===== config.mk =====
export PLATFORM = sky130hd
export DESIGN_NAME = fifo_sync_param
export DESIGN_NICKNAME = d
export VERILOG_FILES = /design/src/rtl/fifo_sync_param.sv
export SDC_FILE = /design/constraint.sdc
export NUM_CORES = 1
export LEC_CHECK = 0
export ABC_CLOCK_PERIOD_IN_PS = 2970
export CAP_MARGIN = 20
export CORE_MARGIN = 5
export CORE_UTILIZATION = 45
export CTS_BUF_LIST = sky130_fd_sc_hd__clkbuf_4
export CTS_CLUSTER_DIAMETER = 150
export DETAILED_ROUTE_END_ITERATION = 8
export GPL_TIMING_DRIVEN = 0
export SYNTH_ARGS = -nofsm -noshare
export SYNTH_HDL_FRONTEND = slang
export SYNTH_SLANG_ARGS = --single-unit

===== constraint.sdc =====
create_clock -name clk -period 2.97 [get_ports clk]
set_input_delay 0.297 -clock clk [delete_from_list [all_inputs] [get_ports clk]]
set_output_delay 0.297 -clock clk [all_outputs]
set_load 0.005 [all_outputs]

===== src/rtl/fifo_sync_param.sv =====
// Parametrised single-clock FIFO with occupancy count, threshold flags and sticky error flags.
// Define FIFO_FWFT_EN for first-word-fall-through reads; default is registered-read mode.
module fifo_sync_param #(
    parameter int unsigned FIFO_WIDTH = 8,
    parameter int unsigned FIFO_DEPTH = 8,
    parameter int unsigned AF_THRESH  = FIFO_DEPTH - 1,
    parameter int unsigned AE_THRESH  = 1,
    localparam int unsigned PTR_W     = $clog2(FIFO_DEPTH),
    localparam int unsigned CNT_W     = $clog2(FIFO_DEPTH + 1)
) (
    input  logic                  clk,
    input  logic                  rst_n,
    input  logic                  wr_en,
    input  logic [FIFO_WIDTH-1:0] wr_data,
    input  logic                  rd_en,
    output logic [FIFO_WIDTH-1:0] rd_data,
    output logic                  full,
    output logic                  empty,
    output logic                  almost_full,
    output logic                  almost_empty,
    output logic [CNT_W-1:0]      count,
    output logic                  overflow,
    output logic                  underflow,
    input  logic                  clr_err
);

    logic [FIFO_WIDTH-1:0] mem [FIFO_DEPTH];

    logic [PTR_W-1:0] wr_ptr_q, wr_ptr_d;
    logic [PTR_W-1:0] rd_ptr_q, rd_ptr_d;
    logic [CNT_W-1:0] count_q, count_d;
    logic             full_q, full_d;
    logic             empty_q, empty_d;
    logic             almost_full_q, almost_full_d;
    logic             almost_empty_q, almost_empty_d;
    logic             overflow_q, overflow_d;
    logic             underflow_q, underflow_d;
    logic             rd_acc, wr_acc;

    always_comb begin
        rd_acc   = rd_en & ~empty_q;
        // At full a write is still taken when a read frees a slot in the same cycle.
        wr_acc   = wr_en & (~full_q | rd_acc);
        wr_ptr_d = wr_acc ? wr_ptr_q + PTR_W'(1) : wr_ptr_q;
        rd_ptr_d = rd_acc ? rd_ptr_q + PTR_W'(1) : rd_ptr_q;

        unique case ({wr_acc, rd_acc})
            2'b10:   count_d = count_q + CNT_W'(1);
            2'b01:   count_d = count_q - CNT_W'(1);
            default: count_d = count_q;
        endcase

        full_d         = (32'(count_d) == FIFO_DEPTH);
        empty_d        = (count_d == '0);
        almost_full_d  = (32'(count_d) >= AF_THRESH);
        almost_empty_d = (32'(count_d) <= AE_THRESH);

        overflow_d  = clr_err ? 1'b0 : (overflow_q | (wr_en & ~wr_acc));
        underflow_d = clr_err ? 1'b0 : (underflow_q | (rd_en & ~rd_acc));
    end

    always_ff @(posedge clk) begin
        if (!rst_n) begin
            wr_ptr_q       <= '0;
            rd_ptr_q       <= '0;
            count_q        <= '0;
            full_q         <= 1'b0;
            empty_q        <= 1'b1;
            almost_full_q  <= 1'b0;
            almost_empty_q <= 1'b1;
            overflow_q     <= 1'b0;
            underflow_q    <= 1'b0;
        end else begin
            wr_ptr_q       <= wr_ptr_d;
            rd_ptr_q       <= rd_ptr_d;
            count_q        <= count_d;
            full_q         <= full_d;
            empty_q        <= empty_d;
            almost_full_q  <= almost_full_d;
            almost_empty_q <= almost_empty_d;
            overflow_q     <= overflow_d;
            underflow_q    <= underflow_d;
        end
    end

    // Storage is not reset; only pointers define what is valid.
    always_ff @(posedge clk) begin
        if (rst_n && wr_acc) begin
            mem[wr_ptr_q] <= wr_data;
        end
    end

`ifdef FIFO_FWFT_EN
    assign rd_data = empty_q ? '0 : mem[rd_ptr_q];
`else
    logic [FIFO_WIDTH-1:0] rd_data_q, rd_data_d;

    always_comb begin
        rd_data_d = rd_acc ? mem[rd_ptr_q] : rd_data_q;
    end

    always_ff @(posedge clk) begin
        if (!rst_n) begin
            rd_data_q <= '0;
        end else begin
            rd_data_q <= rd_data_d;
        end
    end

    assign rd_data = rd_data_q;
`endif

    assign full         = full_q;
    assign empty        = empty_q;
    assign almost_full  = almost_full_q;
    assign almost_empty = almost_empty_q;
    assign count        = count_q;
    assign overflow     = overflow_q;
    assign underflow    = underflow_q;

endmodule


## Yosys cells after proc, flatten, opt, wreduce, memory -nomap -nowiden

Memory sizes are Yosys's and may differ from the RTL's. A register that Yosys moved wholly into a read port is not among the register bits.
Cells that the tools add are included.

- Eq/ne operators: 3
- Bitwise operators: 12
- Add/sub/neg operators: 4
- Reductions and logical operators: 4
- Magnitude comparators: 2
- Muxes and demuxes: 3

Operators with widths:

| kind | count |
|---|---|
| one-hot mux 4 bit (2 select lines) | 1 |
| adder 3 x 1 -> 3 bit, second input constant | 2 |
| NOT 1 bit | 5 |
| adder 4 x 1 -> 4 bit, second input constant | 1 |
| bitwise AND 1 bit | 4 |
| == test 4 bit, second input constant | 1 |
| >= comparator 4 x 3 -> 1 bit, second input constant | 1 |
| <= comparator 4 x 1 -> 1 bit, second input constant | 1 |
| zero test 4 bit | 1 |
| subtractor 4 x 1 -> 4 bit, second input constant | 1 |
| bitwise OR 1 bit | 3 |
| == test 2 x 1 -> 1 bit, second input constant | 1 |
| == test 2 bit, second input constant | 1 |
| two-way mux 1 bit | 2 |
| OR reduction 2 bit | 1 |
| logical AND 1 bit | 1 |
| zero test 1 bit | 1 |

- Memories: 1
- Register bits: 16
- Input port bits: 13
- Output and inout port bits: 18
- Word-level logic and storage cells: 38
- RAM bits: 64

Memories:

| memory | depth | bits a word | read ports | clocked after memory_dff | write ports | line | RTL |
|---|---|---|---|---|---|---|---|
| mem | 8 | 8 | 1 | 1 | 1 | 27 | `logic [FIFO_WIDTH-1:0] mem [FIFO_DEPTH];` |

## Longest topological paths before layout

Gate-level depths: netlist (run 1).

- Depth in word-level cells: 7
- Gate-level depth with buffers: 11

## Least setup slack after synthesis (run 1)

No wires, ideal clock.

- Path type: reg-to-reg
- From: reg empty_q (netlist: empty)
- To: reg almost_full_q (netlist: almost_full)
- Slack: 0.378 ns
- Arrival: 2.478 ns
- Cell stages (with the launch flop): 12
- Required time: 2.856 ns
- Period minus slack after synthesis: 2.592 ns
- Setup time: 0.114 ns
- Cells stage by stage: dfxtp_1 -> nand2b_1 -> clkinv_1 -> clkbuf_1 -> ha_1 -> xor2_1 -> ha_1 -> a21oi_1 -> xnor2_1 -> and2b_2 -> a22o_2 -> a21o_1

- Word-level cells in the longest chain between the ends: 7

Ends and longest elaborated chain:

| element | line | RTL |
|---|---|---|
| start, declared | 33 | `logic empty_q, empty_d;` |
| start signal, assigned | 78 | `empty_q <= empty_d;` |
| NOT 1 bit * | 41 | `rd_acc = rd_en & ~empty_q;` |
| bitwise AND 1 bit * | 41 |  |
| named net rd_acc | 38 | `logic rd_acc, wr_acc;` |
| bitwise OR 1 bit | 43 | `wr_acc = wr_en & (~full_q \| rd_acc);` |
| bitwise AND 1 bit | 43 |  |
| == test 2 x 1 -> 1 bit / == test 2 bit (equally long branches) | 47 | `unique case ({wr_acc, rd_acc})` |
| one-hot mux 4 bit (2 select lines) * | 47 |  |
| >= comparator 4 x 3 -> 1 bit * | 55 | `almost_full_d = (32'(count_d) >= AF_THRESH);` |
| end signal, assigned | 79 | `almost_full_q <= almost_full_d;` |
| end, declared | 34 | `logic almost_full_q, almost_full_d;` |

The timed path passes the listed nets; every way through them passes the cells marked *.
A chain may end at the register's enable or synchronous reset.

## Worst setup path in the final report (run 1)

- From: reg empty_q (netlist: empty)
- To: reg almost_full_q (netlist: almost_full)

- Word-level cells in the longest chain between the ends: 7

Ends and longest elaborated chain:

| element | line |
|---|---|
| NOT 1 bit * | 41 |
| bitwise AND 1 bit * | 41 |
| bitwise OR 1 bit | 43 |
| bitwise AND 1 bit | 43 |
| == test 2 x 1 -> 1 bit / == test 2 bit (equally long branches) | 47 |
| one-hot mux 4 bit (2 select lines) * | 47 |
| >= comparator 4 x 3 -> 1 bit * | 55 |

Every way passes the cells marked *; elsewhere a longest branch is shown, timed or not.

==> results of run 1 <==
==> kinds of logic after synthesis <==
kind of cell	synth area share (%)
DFF	68.35
and+or+nand+nor	6.942
AOI/OAI and AO/OA	5.767
muxes	13.21
buffers and inverters	1.958
xor gates and xnor gates	1.994
adders and majority gates	1.780
==> cells in the mapped netlist (all sizes together) <==
cell	instances	area, sq um
xnor2	6	52.55
nand2	12	45.04
mux4	16	360.4
edfxtp	64	1922
clkinv	1	3.750
clkbuf	5	18.77
mux2i	10	103.9
o21ai	9	45.04
nand2b	2	12.51
nor4	3	18.77
and2	4	25.02
xor2	2	17.52
or3	1	11.26
ha	5	62.56
a21boi	4	33.78
or3b	1	8.760
or2	1	6.260
nand3b	1	7.510
nor2	8	30.03
a22o	1	10.01
nand3	1	5.000
nor3	4	20.02
or2b	1	7.510
nor2b	6	37.54
o32ai	1	16.27
buf	5	42.53
inv	1	3.750
dfxtp	24	480.5
a21o	1	7.510
a31oi	4	25.02
a21oi	13	65.06
and2b	1	8.760
==> cell usage in the layout (no fill, tap or decap), types with 5 or more instances in the layout <==
| cell type | n |
|---|---|
| clkdlybuf4s50_1 | 30 |
| dfxtp_1 | 24 |
| mux2i_1 | 9 |
| xnor2_1 | 6 |
| nand2_1 | 12 |
| edfxtp_1 | 64 |
| clkbuf_4 | 10 |
| nor2_1 | 8 |
| a21oi_1 | 13 |
| ha_1 | 5 |
| nor2b_1 | 6 |
| o21ai_0 | 9 |
| mux4_2 | 16 |
==> flip-flops by register name (all words and copies together) (netlist names) <==
register,flops
almost_empty,1
almost_full,1
count,4
empty,1
full,1
mem,64
overflow,1
rd_data,8
rd_ptr_q,3
underflow,1
wr_ptr_q,3
==> power by group <==
part	switching (mW)	internal, mW	leakage (nW)
combinational	0.309	0.370	0.505
clock	0.400	0.269	0.0730
sequential	0.0586	1.41	0.775
==> metal layers <==
metal | track usage [%] | part of all wire, % | vias up
met1 | 18.46 | 44 | 939
li1 | - | - | 927
met4 | 4.622 | 1.5 | 0
met2 | 25.01 | 50 | 36
met5 | 0 | 0 | -
met3 | 5.500 | 4.5 | 10
==> stage by stage <==
step	setup slack [ns]	instances	TNS, ns	hold slack, ns	instance area, sq um
6_report	0.1564	368	0	0.4868	4138
2_1_floorplan	0.3780	218	0	0.3959	3515
3_3_place_gp	-0.7107	350	-17.62	0.4533	3943
4_1_cts	0.07244	368	0	0.4854	4135
3_5_place_dp	-0.5201	352	-2.398	0.4618	3990
5_1_grt	0.005024	368	0	0.5106	4138
==> worst max-delay path: cells and delay by family (launching register included) <==
family,cells,cell delay [ns]
flops,1,0.34
buf+inv,1,0.22
compound gates,4,0.85
xor+xnor,2,0.34
simple gates,2,0.48
fa+ha+maj,2,0.50
==> timing repair <==
item / in CTS / in global routing
gates resized for setup: 2 / 1
setup endpoints to repair: 5 / 4
hold endpoints to repair: 0 / 0
==> final cells by class <==
cell class	instances	area (sq um)
Buffer	10	62.56
Clock inverter	6	67.56
Fill cell	637	3510
Sequential cell	88	2402
Clock buffer	10	75.07
Inverter	2	8.758
Tap cell	102	127.6
Timing Repair Buffer	32	315.3
Multi-Input combinational cell	118	1079
==> worst paths after layout <==
check	to	slack, ns
worst min-delay path	overflow$_SDFF_PP0_	0.49
worst min register to register	overflow$_SDFF_PP0_	0.49
worst max register to register	almost_full$_SDFF_PN0_	0.16
worst max-delay path	almost_full$_SDFF_PN0_	0.16
==> impl_metrics.tcl, run 1 <==
set metrics [dict create \
    cts_inserted_buffers 9 \
    p_total_mw 2.812 \
    ys_seq_elements 88 \
    synth_cells 218 \
    status "finished clean" \
    via_per_inst 5.196 \
    clockRootBuffer "clkbuf_4" \
    gr-total-overflow 0 \
    grt_usage_pct 15.07 \
    cts_sinks 88 \
    worstPathCellList "nand2b_2 > a21boi_2 > inv_1 > ha_1 > xor2_1 > ha_1 > a21oi_1 > xnor2_1 > and2b_2 > a22o_2 > a21o_1" \
    holdPathStages 2 \
    core_area_sq_um 7647 \
    timing.rr.start "empty$_SDFF_PN1_" \
    worstPathArrival_ns 3.14 \
    die_w_microns 98.38 \
    hp-class "flop to flop" \
    drv_cap 0 \
    portBuffers 30 \
    final_core_util_pct 54.11 \
    grt_max_degree 16 \
    power_density_nw_per_um2 679.6 \
    path_class "flop to flop" \
    antenna_left 0 \
    cp_slowest_stage_delay_ns 0.34 \
    routabilityCongestion 0.8181 \
    synth-seq-area-share_pct 68.35 \
    worst_pin_slew_ns 0.9657 \
    die_h_microns 98.38 \
    cts_setup_buffers 0 \
    ff2ff_path_depth 11 \
    cp_max_fo 7 \
    clk_pin_slew_worst_paths_ns 0.13 \
    grt_pass1_wl_mm 10.79 \
    final_max_slew_viol_count 0 \
    clk_latency_ns 0.43 \
    slew_headroom_pct 35.38 \
    drive_gt1_share_pct 21.05 \
    setup_viol 0 \
    synth_cell_types 36 \
    first_global_vias 1968 \
    synth_nets 236 \
    ios 31 \
    initial_utilization_pct 45.96 \
    drc 0 \
    min_period_over_period_pct 94.73 \
    dieArea_sq_um 9678 \
    syn2layout_area_growth_pct 17.73 \
    worstHoldStart "overflow$_SDFF_PP0_" \
    path_common_cell "ha_1" \
    dpl.hpwl_mm 4.504 \
    n_antenna_cell 0 \
    avgSynthCellArea_sq_um 16.12 \
    ir_drop_v 0.0003936 \
    vias 1912 \
    routed_wirelength_mm 6.751 \
    cts_hold_buf 0 \
    crit_required_ns 3.30 \
    nNetsFinal 279 \
    antenna_found_initial 0 \
    h-tree-depth 3 \
    cp-end-kind "flop" \
    ys_warn_count 0 \
    drt_iter0_drc 104 \
    p_leak_nw 1.353 \
    rsz0062_at_grt "false" \
    syn_area_sq_um 3515 \
    cts_max_path_buffers 2 \
    start_kind "flop" \
    finalHoldViolCount 0 \
    cts_tree "yes" \
    max_freq_mhz 355.4 \
    drt-pass1-iter-count 4 \
    wire_per_inst_microns 18.35 \
    finClkSkew_ns 0.01279 \
    cpMaxStageDelayCell "dfxtp_1" \
    cp-startpoint "empty$_SDFF_PN1_" \
    layout_min_cycle_time_ns 2.814 \
    num_rows 32 \
]
(Power assumes the default switching activity.)
==> run 2: changes to the inputs <==
Settings changed: SLEW_MARGIN set to 20.
==> run 2 against run 1 <==
Flip-flop and latch count unchanged. Via count increased by 2.0%. Cell count is 0.82% higher. Largest power group unchanged.
==> impl_metrics.tcl, run 2 (synthesized netlist as in run 1, its figures left out) <==
set metrics [dict create \
    num_rows 32 \
    power_frac_seq_pct 52.2 \
    drc 0 \
    cts_max_path_buffers 2 \
    worst_pin_slew_ns 0.9563 \
    cts_setup_buffers 0 \
    core_area_sq_um 7647 \
    layout_commonest_cell "edfxtp_1" \
    dieArea_sq_um 9678 \
    holdWs_ns 0.4815 \
    drv_cap 0 \
    top_register "mem" \
    setup_viol 0 \
    gr-total-overflow 0 \
    finalHoldViolCount 0 \
    grt_usage_pct 15.16 \
    p_total_mw 2.808 \
    dpl.hpwl_mm 4.693 \
    p_leak_nw 1.376 \
    grt_max_degree 16 \
    clk_latency_ns 0.42 \
    drt-pass1-iter-count 4 \
    h-tree-depth 3 \
    switching_share_pct 27.56 \
    intPower_mw 2.034 \
    tns_ns 0 \
    worstPathCellList "nand2b_2 > a21boi_4 > inv_1 > ha_1 > xor2_1 > ha_1 > a21oi_1 > xnor2_1 > o21ai_0 > a22o_2 > a21o_1" \
    die_w_microns 98.38 \
    drive_gt1_share_pct 21.19 \
    initial_utilization_pct 45.96 \
    clockPowerShare_pct 23.8 \
    cp-end-kind "flop" \
    cts_sinks 88 \
    routabilityCongestion 0.8181 \
    largest_reg_flops 64 \
    clockRootBuffer "clkbuf_4" \
    wire_per_inst_microns 18.16 \
    drt_iter0_drc 63 \
    ir_drop_v 0.0003871 \
    crit_required_ns 3.31 \
    layout_common_cells "edfxtp_1, clkdlybuf4s50_1, dfxtp_1, mux4_2, a21oi_1" \
    vias 1951 \
    final_max_slew_viol_count 0 \
    status "finished clean" \
    start_kind "flop" \
    fin_area_sq_um 4160 \
    routed_wirelength_mm 6.738 \
    layout_min_cycle_time_ns 2.711 \
    cts_inserted_buffers 9 \
    path_class "flop to flop" \
    placed_area_sq_um 4015 \
    pwr-share-comb_pct 24.0 \
    nNetsFinal 282 \
    syn2layout_area_growth_pct 18.37 \
    min_period_over_period_pct 91.28 \
    finClkSkew_ns 0.009583 \
    via_per_inst 5.259 \
    first_global_vias 1981 \
    cts_tree "yes" \
    portBuffers 30 \
    cp_slowest_stage_delay_ns 0.34 \
    ios 31 \
    p_sw_uw 774.0 \
    antenna_left 0 \
    max_freq_mhz 368.9 \
    n_antenna_cell 0 \
    cp_max_fo 7 \
    worstPathArrival_ns 3.05 \
    hp-class "flop to flop" \
    path_common_cell "ha_1" \
    pre_cts_slack_ns -0.5112 \
    fin_ws_ns 0.2590 \
    crit_buf_inv 1 \
    grt_pass1_wl_mm 10.89 \
    die_h_microns 98.38 \
    slew_headroom_pct 36.01 \
    clk_pin_slew_worst_paths_ns 0.14 \
    cpMaxStageDelayCell "dfxtp_1" \
    power_density_nw_per_um2 675.1 \
    rsz0062_at_grt "false" \
    antenna_found_initial 0 \
    crit_family "compound AO/OA/AOI/OAI gates" \
]
[run 2: per-layer routing]
| metal | track usage [%] | up-vias | wire (microns) |
|---|---|---|---|
| li1 | - | 939 | - |
| met4 | 6.303 | 0 | 91 |
| met2 | 25.48 | 34 | 3486 |
| met5 | 0 | - | 0 |
| met3 | 3.286 | 8 | 231 |
| met1 | 19.01 | 970 | 2929 |
[run 2: tightest hold or removal path, cell delays in order, from the launching register on]
cell and delay (ns):
dfxtp_1 0.35, a31oi_1 0.04, nor2_1 0.07
[run 2: cell type report]
class                      count  area, sq um
fill                         662         3487
timing repair buffer          36        340.3
multi-input combinational    118         1086
clock buffer                   9        67.56
inverter                       2        8.758
tap                          102        127.6
buffer                         9        57.56
sequential                    88         2402
clock inverter                 7        70.07
[run 2: timing repair]
item	4_1_cts	5_1_grt
gates resized for setup	2	2
endpoints found under the hold margin	0	0
pin swaps	0	0
cloned	0	0
hold buffers	0	0
endpoints found under the setup margin	5	4
[run 2: power groups by stage]
stage | sequential, mW | clock, mW | combinational [mW]
2_1_floorplan | 1.49 | 0 | 0.434
3_3_place_gp | 1.49 | 0 | 0.677
3_5_place_dp | 1.49 | 0 | 0.688
4_1_cts | 1.47 | 0.687 | 0.693
5_1_grt | 1.48 | 0.735 | 0.752
6_report | 1.47 | 0.668 | 0.675
[run 2: metrics by stage]
| stage | util, % | cells |
|---|---|---|
| global route | 54.40 | 371 |
| finish | 54.40 | 371 |
| detailed placement | 52.50 | 356 |
| global placement | 51.55 | 350 |
| CTS | 54.34 | 372 |
| floorplan | - | 218 |
[run 2: worst paths after layout]
kind / start / to / slack (ns) / depth (start not counted)
setup / recovery: empty$_SDFF_PN1_ / almost_full$_SDFF_PN0_ / 0.26 / 11
hold / removal: overflow$_SDFF_PP0_ / overflow$_SDFF_PP0_ / 0.48 / 2
hold reg to reg: overflow$_SDFF_PP0_ / overflow$_SDFF_PP0_ / 0.48 / 2
setup reg to reg: empty$_SDFF_PN1_ / almost_full$_SDFF_PN0_ / 0.26 / 11
==> run 3: changes to the inputs <==
Settings changed: CORE_UTILIZATION 45 to 30.
==> run 3 against run 2 <==
Clock power fell by 12%. Cell count rose by 11%. Largest cell class unchanged. Sequential share of layout area is 0.47 points lower. Flip-flop and latch count is the same.
==> impl_metrics.tcl, run 3 (synthesized netlist as in run 1, its figures left out) <==
set metrics [dict create \
    nNetsFinal 282 \
    core_area_sq_um 11470 \
    timing.rr.start "empty$_SDFF_PN1_" \
    worst_pin_slew_ns 0.9154 \
    max_freq_mhz 360.6 \
    crit_required_ns 3.32 \
    grt_usage_pct 10.41 \
    hp-class "flop to flop" \
    wire_per_inst_microns 16.50 \
    layout_min_cycle_time_ns 2.773 \
    gr-total-overflow 0 \
    antenna_found_initial 0 \
    n_antenna_cell 0 \
    drt_iter0_drc 112 \
    hold_end "underflow$_SDFF_PP0_" \
    syn2layout_area_growth_pct 19.33 \
    top_register "mem" \
    final_max_slew_viol_count 0 \
    largest_reg_flops 64 \
    final_core_util_pct 36.57 \
    clockRootBuffer "clkbuf_4" \
    ir_drop_v 0.0002260 \
    cts_inserted_buffers 9 \
    cp_max_fo 7 \
    cp-end-kind "flop" \
    num_rows 39 \
    ff2ff_path_depth 11 \
    worstHoldStart "underflow$_SDFF_PP0_" \
    grt_pass1_wl_mm 11.25 \
    p_leak_nw 1.366 \
    vias 1945 \
    die_w_microns 118.2 \
    status "finished clean" \
    p_total_mw 2.739 \
    slew_headroom_pct 38.74 \
    clk_latency_ns 0.43 \
    finClkSkew_ns 0.01411 \
    clk_pin_slew_worst_paths_ns 0.13 \
    start_kind "flop" \
    grt_max_degree 16 \
    drt-pass1-iter-count 4 \
    worstPathArrival_ns 3.12 \
    routabilityCongestion 0.7539 \
    first_global_vias 2079 \
    finalHoldViolCount 0 \
    drc 0 \
    drive_gt1_share_pct 21.19 \
    setup_viol 0 \
    ios 31 \
    layout_common_cells "edfxtp_1, clkdlybuf4s50_1, dfxtp_1, mux4_2, a21oi_1" \
    holdPathStages 2 \
    r2r_end "almost_full$_SDFF_PN0_" \
    routed_wirelength_mm 6.799 \
    portBuffers 30 \
    via_per_inst 4.721 \
    cts_sinks 88 \
    layout_commonest_cell "edfxtp_1" \
    dieArea_sq_um 13980 \
    initial_utilization_pct 30.65 \
    drv_cap 0 \
    path_class "flop to flop" \
    power_density_nw_per_um2 653.2 \
    cts_max_path_buffers 2 \
    r2r_setup_slack_ns 0.20 \
    die_h_microns 118.2 \
    dpl.hpwl_mm 4.742 \
    antenna_left 0 \
    cts_tree "yes" \
    h-tree-depth 3 \
    min_period_over_period_pct 93.37 \
]
run 3: metal layers:
metal / vias to the layer above / routed length [microns] / global-route usage, %
met5: - / 0 / 0
met4: 0 / 93 / 3.799
met3: 12 / 291 / 3.486
met2: 41 / 3459 / 17.48
met1: 963 / 2954 / 12.44
li1: 929 / - / -
run 3: where the power goes:
| part | internal, mW | switching [mW] | total, mW | leakage [nW] |
|---|---|---|---|---|
| Combinational | 0.372 | 0.316 | 0.688 | 0.527 |
| Clock | 0.186 | 0.400 | 0.586 | 0.0650 |
| Sequential | 1.41 | 0.0608 | 1.47 | 0.775 |
run 3: what timing repair did:
action	in CTS	in global routing
setup buffers	0	1
gates resized for setup	2	2
setup endpoints to repair	5	5
hold buffers	0	0
pin swaps	0	1
run 3: critical path, stage by stage, from the launching register on:
cell and delay, ns:
dfxtp_1 0.34, nand2b_1 0.29, a21boi_4 0.25, inv_1 0.18, ha_1 0.31, xor2_1 0.19
ha_1 0.19, a21oi_1 0.14, xnor2_1 0.22, o21ai_0 0.14, a22o_2 0.27, a21o_1 0.17
run 3: worst max-delay path by stage:
| stage | start | end | slack (ns) | cells past startpoint |
|---|---|---|---|---|
| 2_1_floorplan | empty$_SDFF_PN1_ | almost_full$_SDFF_PN0_ | 0.38 | 11 |
| 3_3_place_gp | rd_en | mem[2][0]$_DFFE_PP_ | -0.64 | 5 |
| 3_5_place_dp | rd_en | almost_full$_SDFF_PN0_ | -0.57 | 12 |
| 4_1_cts | empty$_SDFF_PN1_ | almost_full$_SDFF_PN0_ | 0.03 | 11 |
| 5_1_grt | empty$_SDFF_PN1_ | almost_full$_SDFF_PN0_ | -0.01 | 11 |
| 6_report | empty$_SDFF_PN1_ | almost_full$_SDFF_PN0_ | 0.20 | 11 |
run 3: through the flow:
step	setup slack (ns)	instances	hold slack, ns	setup TNS (ns)	cell area [sq um]
3_5_place_dp	-0.5677	396	0.4596	-2.632	4061
2_1_floorplan	0.3780	218	0.3959	0	3515
3_3_place_gp	-0.6406	391	0.4476	-15.15	3994
6_report	0.1970	412	0.4849	0	4194
4_1_cts	0.02891	412	0.4589	0	4183
5_1_grt	-0.01103	412	0.4997	-0.01103	4194
run 3: layout make-up:
| class | count | area, sq um |
|---|---|---|
| sequential | 88 | 2402 |
| tap | 143 | 178.9 |
| multi-input combinational | 118 | 1084 |
| timing repair buffer | 36 | 342.8 |
| inverter | 2 | 10.01 |
| clock inverter | 6 | 43.79 |
| clock buffer | 10 | 75.07 |
| fill | 1101 | 7273 |
| buffer | 9 | 57.56 |
